**config.mk**
```make
export PLATFORM = sky130hd
export DESIGN_NAME = shift_sequencer
export DESIGN_NICKNAME = d
export VERILOG_FILES = /design/src/rtl/shift_sequencer.sv
export SDC_FILE = /design/constraint.sdc
export NUM_CORES = 1
export LEC_CHECK = 0
export CAP_MARGIN = 5
export CORE_ASPECT_RATIO = 1.1
export CORE_MARGIN = 2
export CORE_UTILIZATION = 35
export CTS_CLUSTER_SIZE = 12
export DETAILED_ROUTE_END_ITERATION = 10
export GPL_TIMING_DRIVEN = 1
export PLACE_DENSITY = 0.72
export SKIP_LAST_GASP = 1
export SLEW_MARGIN = 40
export SYNTH_ARGS = -nofsm -noshare
export SYNTH_HDL_FRONTEND = slang
export SYNTH_SLANG_ARGS = --single-unit
```
**constraint.sdc**
```tcl
create_clock -name clk -period 4.73 [get_ports clk]
set_input_delay 1.1825 -clock clk [delete_from_list [all_inputs] [get_ports clk]]
set_output_delay 1.1825 -clock clk [all_outputs]
set_load 0.03 [all_outputs]
```
**src/rtl/shift_sequencer.sv**
```systemverilog
// Multi-pass sequencer around a 16-bit barrel shifter whose per-pass distance is limited to 15.
// A request is walked through up to five shifter passes, and the result is held until it is consumed.
module shift_sequencer #(
  parameter int WIDTH = 16,
  parameter int AMT_W = 6
) (
  input  logic             clk,
  input  logic             rst_n,
  input  logic             InValid,
  output logic             InReady,
  input  logic [WIDTH-1:0] InA,
  input  logic [AMT_W-1:0] InAmount,
  input  logic             InChoice,
  output logic [WIDTH-1:0] ShA,
  output logic [3:0]       ShShift,
  output logic             ShChoice,
  input  logic [WIDTH-1:0] ShOut,
  output logic             OutValid,
  input  logic             OutReady,
  output logic [WIDTH-1:0] OutData,
  output logic [2:0]       PassCount
);

  typedef enum logic [1:0] {
    IDLE  = 2'd0,
    SHIFT = 2'd1,
    DONE  = 2'd2
  } state_t;

  state_t           state_r, state_s;
  logic [WIDTH-1:0] work_r, work_s;
  logic [AMT_W-1:0] rem_r, rem_s;
  logic             dir_r, dir_s;
  logic [2:0]       pass_r, pass_s;
  logic [3:0]       step_s;
  logic [AMT_W-1:0] step_ext_s;
  logic             in_ready_s;
  logic [3:0]       sh_shift_s;

  // Per-pass distance: the shifter accepts at most 15 per pass.
  always_comb begin
    step_s = 4'd0;
    if (rem_r > AMT_W'(15)) begin
      step_s = 4'd15;
    end else begin
      step_s = rem_r[3:0];
    end
    step_ext_s = AMT_W'(step_s);
  end

  // Next-state and next-datapath decode.
  always_comb begin
    state_s    = state_r;
    work_s     = work_r;
    rem_s      = rem_r;
    dir_s      = dir_r;
    pass_s     = pass_r;
    in_ready_s = 1'b0;
    sh_shift_s = 4'd0;
    case (state_r)
      IDLE: begin
        in_ready_s = 1'b1;
        if (InValid) begin
          work_s = InA;
          rem_s  = InAmount;
          dir_s  = InChoice;
          pass_s = 3'd0;
          if (InAmount != {AMT_W{1'b0}}) begin
            state_s = SHIFT;
          end else begin
            state_s = DONE;
          end
        end else begin
          state_s = IDLE;
        end
      end
      SHIFT: begin
        sh_shift_s = step_s;
        work_s     = ShOut;
        rem_s      = rem_r - step_ext_s;
        pass_s     = pass_r + 3'd1;
        // No early exit on a zero work value, so latency depends only on the amount.
        if (rem_r == step_ext_s) begin
          state_s = DONE;
        end else begin
          state_s = SHIFT;
        end
      end
      DONE: begin
        if (OutReady) begin
          state_s = IDLE;
        end else begin
          state_s = DONE;
        end
      end
      default: begin
        state_s = IDLE;
      end
    endcase
  end

  // State and datapath registers.
  always_ff @(posedge clk or negedge rst_n) begin
    if (!rst_n) begin
      state_r <= IDLE;
      work_r  <= {WIDTH{1'b0}};
      rem_r   <= {AMT_W{1'b0}};
      dir_r   <= 1'b0;
      pass_r  <= 3'd0;
    end else begin
      state_r <= state_s;
      work_r  <= work_s;
      rem_r   <= rem_s;
      dir_r   <= dir_s;
      pass_r  <= pass_s;
    end
  end

  // InReady is gated by rst_n so that it drops as soon as reset is asserted.
  assign InReady   = in_ready_s & rst_n;
  assign ShA       = work_r;
  assign ShShift   = sh_shift_s;
  assign ShChoice  = dir_r;
  assign OutValid  = (state_r == DONE);
  assign OutData   = work_r;
  assign PassCount = pass_r;

endmodule

```
==> run_results.csv <==
group,metric,value,unit
status,status,"finished, final reports clean",
place,port_buffers,84,
cts,postCtsHoldBufs,0,
cts,htree_levels,1,
cts,cts_buffers,3,
cts,root_buffer,"clkbuf_8",
synthesis,ys_seq_elements,28,
synthesis,ys_top_cells_by_count,"28 x dfrtp_1, 26 x nand2_1, 18 x mux2i_1",
die,initial_core_util,36.4,%
final_layout,regArea,701,µm²
cts,cts.clk_slew.worst_paths,90,ps
cts,numClockSinks,28,
worst_setup_path,critPathMaxStageDelay,480,ps
grt,grt_util_all_layers,16.8,%
detailed_routing,antenna_left,0,
detailed_routing,drcViolationCount,0,
die,dieWidth,70.4,µm
synthesis,synth_area_leaders,"dfrtp_1 41%, mux2i_1 11%, buf_4 7.1%",
sta,worstMarginPinSlew,544,ps
detailed_routing,num_vias,1476,
synthesis,async_flop_share,100,%
grt,grt_antenna_before_repair,0,
grt,grt_pass1_vias,1432,
worst_setup_path,crit_family,"buffers and inverters",
final_layout,drive_gt1_share,6.94,%
sta,skew,5.28,ps
sta,rsz0062_at_grt,"false",
worst_setup_path,cp_max_fo,2,
grt,grt_pass1_wl,7340,µm
grt,grt_max_degree,29,
cts,clockBufferDepth,2,
synthesis,synth-edff-count,0,
synthesis,synth.most_common_cell,"dfrtp_1",
synthesis,syn-cell-area,1700,µm²
synthesis,ys_seq_area_share,41.3,%
cts,clkLatencyLatePin,270,ps
detailed_routing,dr.first_iter.drc_count,38,
final_layout,instances_no_fill,301,
power,power_leakage,1.04,nW
power,cellPowerDensity,796,nW/µm²
die,die_y,77.0,µm
cts,cts_resized,0,
sta,layout_worst_path_cycle_share,71.2,%
synthesis,yosys.area.top_type_share,41.3,%
worst_setup_path,endpoint_kind,"output port",
place,dpl.hpwl,3280,µm
worst_setup_path,worstPathCellList,"clkdlybuf4s50_1, nor3b_1, buf_4",
final_layout,multiInputGateArea,787,µm²
worst_setup_path,crit_required,3550,ps
die,core,4650,µm²
worst_setup_path,criticalPathCategory,"primary input to output port",
sta,hold_viol,0,
grt,overflow,0,
die,num_rows,26,
final_layout,fill_cells,444,
synthesis,netlist_instances,182,
final_layout,num-nets-final,292,
sta,setup_violations,0,
detailed_routing,viasPerCell,4.90,
run,maxCapViolations,0,
synthesis,ys_warn_count,0,
place,dp_cells,297,
synthesis,synthFlopType,"dfrtp_1",
sta,slew_viol_final,0,
sta,fin_crit,3370,ps
die,ios,85,
die,dieArea,5420,µm²
sta,tns,0,ps
worst_setup_path,critPathSlowestCell,"clkdlybuf4s50_1",
synthesis,avgSynthCellArea,9.32,µm²
worst_setup_path,worst_setup_path_start_kind,"primary input",
detailed_routing,dr.pass1.iters,4,
synthesis,yosys.area.top_type,"dfrtp_1",
sta,slew_headroom,63.7,%
final_layout,area_growth,46.6,%
worst_setup_path,cp.arrival,2190,ps
final_layout,utilization,53.4,%
detailed_routing,drt-total-wl,4340,µm
detailed_routing,wire_per_inst,14.4,µm
synthesis,syn_nets,228,
cts,cts_setup_buffers,0,
worst_setup_path,cp_num_buf_inv,2,
place,gp_congestion,0.796,
final_layout,antenna_cells,0,
synthesis,synthDistinctLibCells,38,
hold_path,worstHoldPathType,"flip-flop to flip-flop",
power,vdd_drop_max,0.000338,V
sta,max_freq,297,MHz
cts,tritoncts,"built",
[cell families (layout without fill, tap and decap cells)]
logic type | after synthesis | in the layout | synth area share, %
compound gates | 39 | 39 | 14.3
xor+xnor | 1 | 1 | 0.517
fa+ha+maj | 3 | 3 | 2.21
flops | 28 | 28 | 41.3
mux | 19 | 19 | 11.3
buf+inv | 31 | 94 | 12.4
simple gates | 61 | 61 | 17.9
[sequential cells by signal, indices dropped and copies added, names as in the netlist]
signal,flops
OutData,16
rem_r,6
PassCount,3
state_r,2
ShChoice,1
[worst register-to-register path, stage by stage (launching register included)]
cell and delay, ps:
dfrtp_1 660, nor2b_2 500, buf_4 370, nand2_1 90, o221a_2 230
[routing by layer]
layer	global-route usage [%]	vias up	share of wire, %
li1	-	728	-
met1	23.9	675	46
met2	26.6	69	45
met3	2.76	4	7.7
met4	4.04	0	1.1
met5	0	-	0
[report_power, final]
part           internal [mW]  leakage [nW]  switching [mW]
registers              0.362         0.342           0.146
logic                  0.568         0.664           0.755
clock network         0.0744        0.0288          0.0723
[stage by stage]
| step | setup slack, ps | hold slack (ps) | total power [mW] | instance area (µm²) |
|---|---|---|---|---|
| after floorplan | 1630 | 523 | 1.44 | 1700 |
| after global placement | 1300 | 494 | 1.82 | 2430 |
| after detailed placement | 1320 | 505 | 1.85 | 2430 |
| after CTS | 1310 | 527 | 2.00 | 2480 |
| after global routing | 1270 | 540 | 2.12 | 2480 |
| final | 1360 | 518 | 1.98 | 2480 |
[worst paths after layout]
check	to	slack (ps)	depth (start not counted)	start
setup / recovery	InReady	1360	3	rst_n
hold / removal	ShChoice$_DFFE_PN0P_	520	1	ShChoice$_DFFE_PN0P_
setup reg to reg	rem_r[4]$_DFFE_PN0P_	2780	4	state_r[0]$_DFF_PN0_
hold reg to reg	ShChoice$_DFFE_PN0P_	520	1	ShChoice$_DFFE_PN0P_
max in group asynchronous	rem_r[5]$_DFFE_PN0P_	3150	2	rst_n
min in group asynchronous	rem_r[3]$_DFFE_PN0P_	1310	2	rst_n
[placed cells by master, fill, tap and decap left out, types with 2 or more instances in the layout]
master           instances
nand2_1                 26
o21ai_1                 11
nor2_1                  14
ha_1                     3
clkdlybuf4s50_1         83
nand2b_1                 5
mux2i_1                 18
nor3b_1                  2
inv_1                    3
a21oi_1                  6
o21ai_2                  3
buf_4                    4
dfrtp_1                 28
o21ai_0                  9
clkbuf_8                 4
o221ai_1                 2
nand3b_1                 2
and2b_1                  3
nor2b_1                  2
[final cells by class]
cell class / instances / share of cell area (%)
well taps: 56 / 2.82
repair buffers: 87 / 34.6
flip-flops and latches: 28 / 28.2
inverters: 3 / 0.453
multi-input cells: 123 / 31.7
clock buffers: 4 / 2.22
(Power assumes the default switching activity.)
